## config.mk

```make
export PLATFORM = sky130hd
export DESIGN_NAME = argmax_classifier_flat
export DESIGN_NICKNAME = d
export VERILOG_FILES = /design/src/rtl/argmax_classifier_if.sv /design/src/rtl/argmax_classifier.sv /design/src/flat_wrapper.sv
export SDC_FILE = /design/constraint.sdc
export NUM_CORES = 1
export LEC_CHECK = 0
export ABC_AREA = 1
export ABC_CLOCK_PERIOD_IN_PS = 2900
export CAP_MARGIN = 15
export CORE_ASPECT_RATIO = 1.2
export CORE_MARGIN = 2
export CORE_UTILIZATION = 47
export CTS_CLUSTER_DIAMETER = 40
export DETAILED_ROUTE_END_ITERATION = 10
export HOLD_SLACK_MARGIN = 0.1
export PLACE_DENSITY_LB_ADDON = 0.15
export SLEW_MARGIN = 5
export SYNTH_ARGS = -nofsm -noshare
export SYNTH_HDL_FRONTEND = slang
export SYNTH_SLANG_ARGS = --single-unit
```

## constraint.sdc

```tcl
create_clock -name clk -period 2.9 [get_ports clk]
set_input_delay 0.58 -clock clk [delete_from_list [all_inputs] [get_ports clk]]
set_output_delay 0.58 -clock clk [all_outputs]
set_load 0.005 [all_outputs]
```

## src/rtl/argmax_classifier_if.sv

```systemverilog
// Stream bundle for argmax_classifier: word input (valid/ready) and
// class-index output (valid/ready).
// Optional build macro ARGMAX_VAL_OUT_EN adds the max_out value signal.
interface argmax_classifier_if #(
  parameter int M = 10,
  parameter int T = 9
);
  localparam int logM = $clog2(M);

  logic                   s_valid;
  logic                   s_ready;
  logic signed [T-1:0]    data_in;
  logic                   m_valid;
  logic                   m_ready;
  logic        [logM-1:0] data_out;
`ifdef ARGMAX_VAL_OUT_EN
  logic signed [T-1:0]    max_out;
`endif

`ifdef ARGMAX_VAL_OUT_EN
  // Environment side: produces words, consumes results
  modport master (
    output s_valid, data_in, m_ready,
    input  s_ready, m_valid, data_out, max_out
  );
  // Classifier side
  modport slave (
    input  s_valid, data_in, m_ready,
    output s_ready, m_valid, data_out, max_out
  );
`else
  // Environment side: produces words, consumes results
  modport master (
    output s_valid, data_in, m_ready,
    input  s_ready, m_valid, data_out
  );
  // Classifier side
  modport slave (
    input  s_valid, data_in, m_ready,
    output s_ready, m_valid, data_out
  );
`endif
endinterface

```

## src/rtl/argmax_classifier.sv

```systemverilog
// argmax_classifier: consumes M signed T-bit words per vector and emits the
// index of the largest word (ties keep the lowest index).
// Optional build macro ARGMAX_VAL_OUT_EN also exports the maximum value on
// max_out with the same timing as data_out.
module argmax_classifier #(
  parameter int M = 10,
  parameter int T = 9,
  localparam int logM = $clog2(M)
) (
  input logic         clk,
  input logic         reset,
  argmax_classifier_if.slave bus
);
  localparam logic [logM-1:0] LAST_IDX = logM'(M - 1);

  typedef enum logic {ACC = 1'b0, OUT = 1'b1} state_t;

  state_t              state_reg;
  state_t              state_next;
  logic                run_reg;
  logic                accept;
  logic                take_new;
  logic [logM-1:0]     count_reg;
  logic [logM-1:0]     best_idx_reg;
  logic [logM-1:0]     idx_out_reg;
  logic [logM-1:0]     cand_idx;
  logic signed [T-1:0] best_val_reg;
  logic signed [T-1:0] cand_val;
`ifdef ARGMAX_VAL_OUT_EN
  logic signed [T-1:0] val_out_reg;
`endif

  // Keep the input closed while in reset; open it from the first edge after release
  always_ff @(posedge clk or negedge reset) begin
    if (!reset) run_reg <= 1'b0;
    else        run_reg <= 1'b1;
  end

  // State register
  always_ff @(posedge clk or negedge reset) begin
    if (!reset) state_reg <= ACC;
    else        state_reg <= state_next;
  end

  // Next state and accept decode; s_ready depends only on registered state
  always_comb begin
    state_next = state_reg;
    accept     = 1'b0;
    case (state_reg)
      ACC: begin
        if (run_reg && bus.s_valid) begin
          accept = 1'b1;
          if (count_reg == LAST_IDX) state_next = OUT;
        end
      end
      OUT: begin
        if (bus.m_ready) state_next = ACC;
      end
      default: state_next = ACC;
    endcase
  end

  // Candidate running max: first word of a vector always loads, later words
  // replace only when strictly greater so ties keep the lower index
  always_comb begin
    take_new = (count_reg == '0) || ($signed(bus.data_in) > best_val_reg);
    cand_idx = take_new ? count_reg   : best_idx_reg;
    cand_val = take_new ? bus.data_in : best_val_reg;
  end

  // Running max, word counter, and result registers loaded on the last word
  always_ff @(posedge clk or negedge reset) begin
    if (!reset) begin
      count_reg    <= '0;
      best_idx_reg <= '0;
      best_val_reg <= '0;
      idx_out_reg  <= '0;
`ifdef ARGMAX_VAL_OUT_EN
      val_out_reg  <= '0;
`endif
    end else if (accept) begin
      best_idx_reg <= cand_idx;
      best_val_reg <= cand_val;
      if (count_reg == LAST_IDX) begin
        count_reg   <= '0;
        idx_out_reg <= cand_idx;
`ifdef ARGMAX_VAL_OUT_EN
        val_out_reg <= cand_val;
`endif
      end else begin
        count_reg <= count_reg + logM'(1);
      end
    end
  end

  assign bus.s_ready  = run_reg && (state_reg == ACC);
  assign bus.m_valid  = (state_reg == OUT);
  assign bus.data_out = idx_out_reg;
`ifdef ARGMAX_VAL_OUT_EN
  assign bus.max_out  = val_out_reg;
`endif

endmodule

```

## src/flat_wrapper.sv

```systemverilog
// flat-port wrapper written by rule: the top's interface ports become plain ports
module argmax_classifier_flat 
#(
  parameter int M = 10,
  parameter int T = 9,
  localparam int logM = $clog2(M)
)
  (clk, reset, bus_s_valid, bus_data_in, bus_m_ready, bus_s_ready, bus_m_valid, bus_data_out);
  argmax_classifier_if #(.M(M), .T(T)) bus_i ();
  input logic clk;
  input logic reset;
  input wire logic [$bits(bus_i.s_valid)-1:0] bus_s_valid;
  input wire logic [$bits(bus_i.data_in)-1:0] bus_data_in;
  input wire logic [$bits(bus_i.m_ready)-1:0] bus_m_ready;
  output wire logic [$bits(bus_i.s_ready)-1:0] bus_s_ready;
  output wire logic [$bits(bus_i.m_valid)-1:0] bus_m_valid;
  output wire logic [$bits(bus_i.data_out)-1:0] bus_data_out;
  assign bus_i.s_valid = bus_s_valid;
  assign bus_i.data_in = bus_data_in;
  assign bus_i.m_ready = bus_m_ready;
  assign bus_s_ready = bus_i.s_ready;
  assign bus_m_valid = bus_i.m_valid;
  assign bus_data_out = bus_i.data_out;
  argmax_classifier #(.M(M), .T(T)) u_core (.clk(clk), .reset(reset), .bus(bus_i));
endmodule
```

* Word-level counts from Yosys, hierarchy flattened *
Cells that the tools add are included.

operators by class
  equal/unequal tests = 1
  add/subtract/negate cells = 1
  magnitude comparators = 1
  muxes and demuxes = 8
  bitwise gates (word level) = 1
  reduce and logical (&&, ||, !) cells = 6

operator list
  kind                                          count
  greater-than comparator 9 bit                 1
  2-to-1 mux 4 bit                              2
  2-to-1 mux 1 bit                              5
  adder 4 x 1 -> 4 bit (second input constant)  1
  == test 4 bit (second input constant)         1
  zero test 4 bit                               1
  AND reduction 2 bit                           2
  logical AND 1 bit                             2
  case mux 1 bit (2 select lines)               1
  logical OR 1 bit                              1
  NOT 1 bit                                     1

storage, ports and cells
  word-level logic and storage cells = 24
  output and inout port bits = 6
  input bits = 13
  bits in registers = 23

* Depth between registers and ports, before layout *
Gate-level depths: netlist of the first run.

  depth in word-level cells = 4
  mapped depth = 15
  mapped depth without buffers = 14

* Least setup slack after synthesis of the first run *
OpenSTA, ideal clock, no wires.

  path type = input -> register
  start = in bus_data_in[8]
  end = reg u_core.best_idx_reg[0]
  path slack = 1.018 ns
  arrival = 1.765 ns
  data required time = 2.783 ns
  cell stages on the path = 12
  cell sequence = ha_1 > nand2_2 > inv_1 > a21oi_2 > nand3_1 > nand2_1 > nand2_2 > nand2_4 > nand2_4 > buf_8 > nand2_1 > nand2_1

on the way
  longest elaborated chain between the ends = 3

RTL lines
  what                           RTL line                 text
  start, declared                flat_wrapper.sv:13       input wire logic [$bits(bus_i.data_in)-1:0] bus_data_in;
  greater-than comparator 9 bit  argmax_classifier.sv:66  take_new = (count_reg == '0) || ($signed(bus.data_in) > best_val_reg);
  logical OR 1 bit               argmax_classifier.sv:66
  2-to-1 mux 4 bit               argmax_classifier.sv:67  cand_idx = take_new ? count_reg : best_idx_reg;
  end signal, assigned           argmax_classifier.sv:82  best_idx_reg <= cand_idx;
  end, declared                  argmax_classifier.sv:24  logic [logM-1:0] best_idx_reg;

Every way passes these cells.
A chain may end at the register's enable or synchronous reset.

* Worst setup path after layout of the first run *
  start = in bus_data_in[8]
  end = reg u_core.best_val_reg[7]

on the way
  longest elaborated chain between the ends = 3

RTL lines
  what                                  RTL line                 text
  greater-than comparator 9 bit         argmax_classifier.sv:66
  logical OR 1 bit                      argmax_classifier.sv:66
  AND reduction 2 bit (no source line)  -
  end signal, assigned                  argmax_classifier.sv:83  best_val_reg <= cand_val;
  end, declared                         argmax_classifier.sv:27  logic signed [T-1:0] best_val_reg;

Every way passes these cells.

==> results.py, run 1 <==
metrics = {
    "setup_path": {
        "r2r_start": "u_core.best_val_reg[8]$_DFFE_PN0P_",
        "crit_required_ps": 3110,
        "crit_fanout": 16,
        "critPathKind": "in -> reg",
        "r2r_cells": 12,
        "r2r_slack_ps": 1050,
        "timing.rr.end": "u_core.best_val_reg[7]$_DFFE_PN0P_",
        "end_kind": "register",
        "worstPathArrival_ps": 2410,
        "cp-start-kind": "input port",
    },
    "clocking": {
        "tritoncts": "yes",
        "root_buffer": "clkbuf_4",
        "clk_latency_ps": 300,
        "post_cts_resized": 0,
        "cts_buffer_depth": 2,
        "cts_buffers": 3,
        "hold_buffers": 0,
        "post_cts_buffers": 0,
        "path_clk_slew_ps": 120,
        "cts.sinks": 23,
        "htree_num_levels": 1,
    },
    "placed_design": {
        "dp_cells": 209,
        "place_congestion": 0.770,
        "numPortBuffers": 18,
        "place_hpwl_mm": 1.87,
    },
    "sta": {
        "period_share": 0.762,
        "grt_setup_unrepaired": "no",
        "finalHoldViolCount": 0,
        "period_needed_ps": 2210,
        "finClkSkew_ps": 2.09,
        "setup_viol": 0,
        "fmax_mhz": 453,
        "setup_tns_ps": 0,
        "whs_ps": 482,
        "slew_viol_final": 0,
    },
    "route": {
        "antenna_left": 0,
        "vias": 1027,
        "route.detailed.drc": 0,
        "route.detailed.vias_per_inst": 4.82,
        "dr.pass1.iters": 4,
        "drt_iter0_drc": 24,
        "wl_per_cell_um": 11.3,
        "drt_wl_total_mm": 2.41,
    },
    "global_routing": {
        "grt_max_degree": 24,
        "grt_usage": 0.171,
        "grt_overflow_total": 0,
        "grt_antenna_before_repair": 0,
        "grt_pass1_wl_mm": 4.04,
        "grt_pass1_vias": 1001,
    },
    "run_status": {
        "status": "complete, no violations",
    },
    "die": {
        "dieArea_sq_mm": 0.00320,
        "core_area_sq_mm": 0.00258,
        "die_width_um": 51.9,
        "initial_utilization": 0.503,
        "ios": 19,
        "die_h_um": 61.5,
        "row_count": 20,
    },
    "worst_hold_path": {
        "min_from": "u_core.best_val_reg[4]$_DFFE_PN0P_",
        "min_path_cells": 2,
        "hold_path.class": "reg -> reg",
        "min_to": "u_core.best_val_reg[4]$_DFFE_PN0P_",
    },
    "yosys": {
        "syn_inst": 159,
        "yosysSeqAreaShare": 0.444,
        "syn-mean-instance-area_sq_um": 8.15,
        "ys_ff_latch": 23,
        "netlist_area_sq_mm": 0.00130,
        "ys_warn_count": 0,
        "syn-num-nets": 181,
        "yosysUniqueCellTypes": 24,
    },
    "final_layout": {
        "n_antenna_cell": 0,
        "fin_cells": 213,
        "area_growth_pct": 18.2,
        "drive_above_1_share": 0.0944,
        "fin_nets": 203,
        "largest_reg_flops": 9,
    },
    "pwr": {
        "powerDensity_mw_per_mm2": 837,
        "leakagePower_nw": 0.801,
        "vdd_drop_max_uv": 525,
    },
    "job": {
        "drv_cap": 0,
    },
}
## critical path, cell delays in order
cell and delay, ps:
clkdlybuf4s50_1 440, ha_1 370, nand2_2 110, inv_1 50, a21oi_2 150, nand3_1 90
nand2_1 80, nand2_2 80, nand2_4 170, nand2_4 140, nand2_1 90, nand2_1 50
## per-stage QoR
stage          utilization  area (sq um)  setup WS [ps]  power [W]
2_1_floorplan            -          1300           1020   0.000993
3_3_place_gp         0.584          1510            418    0.00112
3_5_place_dp         0.584          1510            357    0.00115
4_1_cts              0.595          1530            699    0.00130
5_1_grt              0.595          1530            556    0.00141
6_report             0.595          1530            692    0.00128
## cell type report
cell class	count	area [sq um]
well taps	33	41.3
fillers	230	1040
multi-input cells	105	589
flip-flops and latches	23	576
repair buffers	20	195
inverters	28	105
clock buffers	4	26.3
## layer usage
| layer | vias up | routed length (um) | share of wire | global-route usage |
|---|---|---|---|---|
| met3 | 2 | 67 | 0.028 | 0.0146 |
| met1 | 480 | 1040 | 0.43 | 0.200 |
| li1 | 531 | - | - | - |
| met5 | - | 0 | 0 | 0 |
| met2 | 14 | 1290 | 0.53 | 0.309 |
| met4 | 0 | 17 | 0.0071 | 0.0940 |
## logic make-up (layout without fill, tap and decap cells)
family	Yosys count	after routing	share of synthesized area
buffers and inverters	31	52	0.101
adders and majority gates	9	9	0.0869
DFF	23	23	0.444
and+or+nand+nor	84	84	0.313
other	1	1	0.00289
AOI/OAI and AO/OA	10	10	0.0454
xor gates and xnor gates	1	1	0.00676
## cell usage in the layout, fill, tap and decap left out, drive strengths merged
cell | Yosys | layout
o21ai | 4 | 4
xor2 | 1 | 1
a21oi | 4 | 4
nand2 | 54 | 54
clkbuf | 0 | 4
ha | 9 | 9
nor2 | 10 | 10
o211ai | 1 | 1
nor3 | 1 | 1
buf | 3 | 2
nand4 | 2 | 2
clkdlybuf4s50 | 0 | 18
nand3 | 15 | 15
nor4 | 1 | 1
dfrtp | 23 | 23
inv | 28 | 28
o21bai | 1 | 1
conb | 1 | 1
or2 | 1 | 1
## power by group
| part | internal (W) | switching (W) |
|---|---|---|
| Combinational | 0.000241 | 0.000346 |
| Clock | 0.0000536 | 0.0000886 |
| Sequential | 0.000454 | 0.0000995 |
| Total | 0.000749 | 0.000534 |
## Yosys cell counts
cell	count	area, sq um
a21oi_1	3	15.0
a21oi_2	1	8.76
buf_1	1	3.75
buf_4	1	7.51
buf_8	1	15.0
conb_1	1	3.75
dfrtp_1	23	576
ha_1	9	113
inv_1	28	105
nand2_1	49	184
nand2_2	3	18.8
nand2_4	2	22.5
nand3_1	14	70.1
nand3_2	1	10.0
nand4_1	2	12.5
nor2_1	8	30.0
nor2_4	2	22.5
nor3_4	1	16.3
nor4_2	1	12.5
o211ai_1	1	7.51
o21ai_0	4	20.0
o21bai_1	1	7.51
or2_2	1	6.26
xor2_1	1	8.76
## worst max-delay path by stage
stage,slack [ps],cells past startpoint,start,to
5_1_grt,560,12,bus_data_in[8],u_core.best_val_reg[7]$_DFFE_PN0P_
4_1_cts,700,12,bus_data_in[8],u_core.best_val_reg[1]$_DFFE_PN0P_
3_3_place_gp,420,12,bus_data_in[8],u_core.best_val_reg[6]$_DFFE_PN0P_
3_5_place_dp,360,12,bus_data_in[8],u_core.best_val_reg[5]$_DFFE_PN0P_
6_report,690,12,bus_data_in[8],u_core.best_val_reg[7]$_DFFE_PN0P_
2_1_floorplan,1020,12,bus_data_in[8],u_core.best_idx_reg[0]$_DFFE_PN0P_
Power figures use the tool's default switching activity.
==> run 2, diff against run 1 <==
--- a/config.mk
+++ b/config.mk
@@ -6,7 +6,7 @@
 export NUM_CORES = 1
 export LEC_CHECK = 0
 export ABC_AREA = 1
-export ABC_CLOCK_PERIOD_IN_PS = 2900
+export ABC_CLOCK_PERIOD_IN_PS = 2200
 export CAP_MARGIN = 15
 export CORE_ASPECT_RATIO = 1.2
 export CORE_MARGIN = 2
==> constraint.sdc (replaced) <==
create_clock -name clk -period 2.2 [get_ports clk]
set_input_delay 0.44 -clock clk [delete_from_list [all_inputs] [get_ports clk]]
set_output_delay 0.44 -clock clk [all_outputs]
set_load 0.005 [all_outputs]
==> run 2 against run 1 <==
Compared with the run above: clock power increased by 41%; via count increased by 0.68%; clock skew increased by 1.8 ps; largest cell class unchanged; sequential share of layout area decreased by 1.2 points; count of clock-buffer cells in the layout unchanged; combinational power increased by 50%.
==> results.py, run 2 (synthesis gave the netlist of run 1 again) <==
metrics = {
    "run_status": {
        "status": "complete, no violations",
    },
    "die": {
        "ios": 19,
        "die_h_um": 61.5,
        "row_count": 20,
        "core_area_sq_mm": 0.00258,
        "initial_utilization": 0.503,
        "die_width_um": 51.9,
        "dieArea_sq_mm": 0.00320,
    },
    "clocking": {
        "cts_buffers": 3,
        "hold_buffers": 0,
        "cts.sinks": 23,
        "tritoncts": "yes",
        "post_cts_resized": 0,
        "path_clk_slew_ps": 120,
        "root_buffer": "clkbuf_4",
        "clk_latency_ps": 320,
        "post_cts_buffers": 0,
        "htree_num_levels": 1,
        "cts_buffer_depth": 2,
    },
    "placed_design": {
        "post-place-ws_ps": -108,
        "placed_cell_area_sq_mm": 0.00156,
        "dp_cells": 214,
        "place_congestion": 0.755,
        "place_hpwl_mm": 1.91,
        "numPortBuffers": 18,
    },
    "final_layout": {
        "layout_common_cells": "nand2_1, inv_1, dfrtp_1, clkdlybuf4s50_1, nand3_1",
        "fin_cells": 218,
        "final_area_sq_mm": 0.00158,
        "fillers": 255,
        "final_common_cell": "nand2_1",
        "area_growth_pct": 22.1,
        "largest_reg_flops": 9,
        "fin_nets": 208,
        "n_antenna_cell": 0,
        "drive_above_1_share": 0.119,
    },
    "sta": {
        "setup_viol": 0,
        "fmax_mhz": 516,
        "slew_viol_final": 0,
        "finClkSkew_ps": 3.84,
        "period_needed_ps": 1940,
        "grt_setup_unrepaired": "no",
        "postLayoutSetupSlackWorst_ps": 263,
        "finalHoldViolCount": 0,
        "setup_tns_ps": 0,
        "period_share": 0.881,
    },
    "pwr": {
        "p_switching_w": 0.000733,
        "powerDensity_mw_per_mm2": 1140,
        "p_int_w": 0.00108,
        "swShare": 0.405,
        "power_frac_comb": 0.487,
        "finalPower_w": 0.00181,
        "leakagePower_nw": 0.830,
        "vdd_drop_max_uv": 749,
        "seq_power_share": 0.403,
        "p_clk_frac": 0.111,
    },
    "setup_path": {
        "end_kind": "register",
        "cp_slowest_cell": "clkdlybuf4s50_1",
        "worstPathArrival_ps": 2160,
        "cp_num_buf_inv": 2,
        "crit_required_ps": 2420,
        "crit_chain": "clkdlybuf4s50_1, ha_1, nand2_2, inv_1, a21oi_2, nand3_1, nand2_1, nand2_2, nand2_4, nand2_4, nand2_1, nand2_1",
        "cp_top_family": "simple AND/OR/NAND/NOR gates",
        "max_stage_delay_ps": 440,
        "cp-start-kind": "input port",
        "critPathKind": "in -> reg",
        "cpMostUsedCell": "nand2_1",
        "crit_fanout": 13,
    },
    "route": {
        "antenna_left": 0,
        "route.detailed.drc": 0,
        "vias": 1034,
        "route.detailed.vias_per_inst": 4.74,
        "wl_per_cell_um": 11.3,
        "drt_wl_total_mm": 2.45,
        "dr.pass1.iters": 6,
        "drt_iter0_drc": 12,
    },
    "global_routing": {
        "grt_pass1_vias": 1047,
        "grt_pass1_wl_mm": 4.38,
        "grt_antenna_before_repair": 0,
        "grt_max_degree": 24,
        "grt_overflow_total": 0,
        "grt_usage": 0.190,
    },
    "worst_hold_path": {
        "hold_path.class": "in -> async",
    },
    "job": {
        "drv_cap": 0,
    },
}
==> run 2: cell types whose count changed in the layout (fill, tap and decap cells not counted), sizes merged <==
cell,change
buf,+5
==> run 2: final timing paths <==
| kind | startpoint | endpoint | slack, ps | cells past startpoint |
|---|---|---|---|---|
| setup / recovery | bus_data_in[8] | u_core.best_idx_reg[0]$_DFFE_PN0P_ | 260 | 12 |
| hold / removal | reset | u_core.bus.data_out[0]$_DFFE_PN0P_ | 450 | 2 |
| setup reg to reg | u_core.best_val_reg[8]$_DFFE_PN0P_ | u_core.best_idx_reg[0]$_DFFE_PN0P_ | 440 | 12 |
| hold reg to reg | u_core.best_val_reg[2]$_DFFE_PN0P_ | u_core.best_val_reg[2]$_DFFE_PN0P_ | 490 | 2 |
| max in group asynchronous | reset | u_core.bus.data_out[1]$_DFFE_PN0P_ | 1520 | 2 |
| min in group clk | u_core.best_val_reg[2]$_DFFE_PN0P_ | u_core.best_val_reg[2]$_DFFE_PN0P_ | 490 | 2 |
==> run 2: routing by layer <==
layer / track usage / share of wire
met5: 0 / 0
met4: 0.105 / 0.012
met2: 0.345 / 0.55
met3: 0.0316 / 0.025
met1: 0.211 / 0.42
==> run 2: layout make-up <==
| class | instances | area (sq um) | share of cell area |
|---|---|---|---|
| Multi-Input combinational cell | 105 | 589 | 0.372 |
| Inverter | 28 | 105 | 0.0664 |
| Clock buffer | 4 | 26.3 | 0.0166 |
| Sequential cell | 23 | 576 | 0.364 |
| Timing Repair Buffer | 25 | 245 | 0.155 |
| Tap cell | 33 | 41.3 | 0.0261 |
==> run 2: stage by stage <==
stage | util | hold WS, ps
finish | 0.614 | 454
global route | 0.614 | 463
CTS | 0.614 | 460
detailed placement | 0.604 | 464
global placement | 0.604 | 454
floorplan | - | 144
==> run 2: power by group through the flow <==
stage / Combinational (W) / Sequential, W / Clock, W
final: 0.000881 / 0.000728 / 0.000200
after global routing: 0.00102 / 0.000751 / 0.000230
after CTS: 0.000900 / 0.000731 / 0.000209
after detailed placement: 0.000897 / 0.000740 / 0
after global placement: 0.000865 / 0.000728 / 0
after floorplan: 0.000598 / 0.000711 / 0
==> run 2: worst reg2reg max path: cells and delay by family, from the launching register on <==
kind | cells | cell delay, ps
buffers and inverters | 2 | 110
adder cells (fa/ha/maj) | 1 | 310
AO/OA/AOI/OAI | 1 | 150
AND/OR/NAND/NOR | 8 | 720
flip-flops | 1 | 370
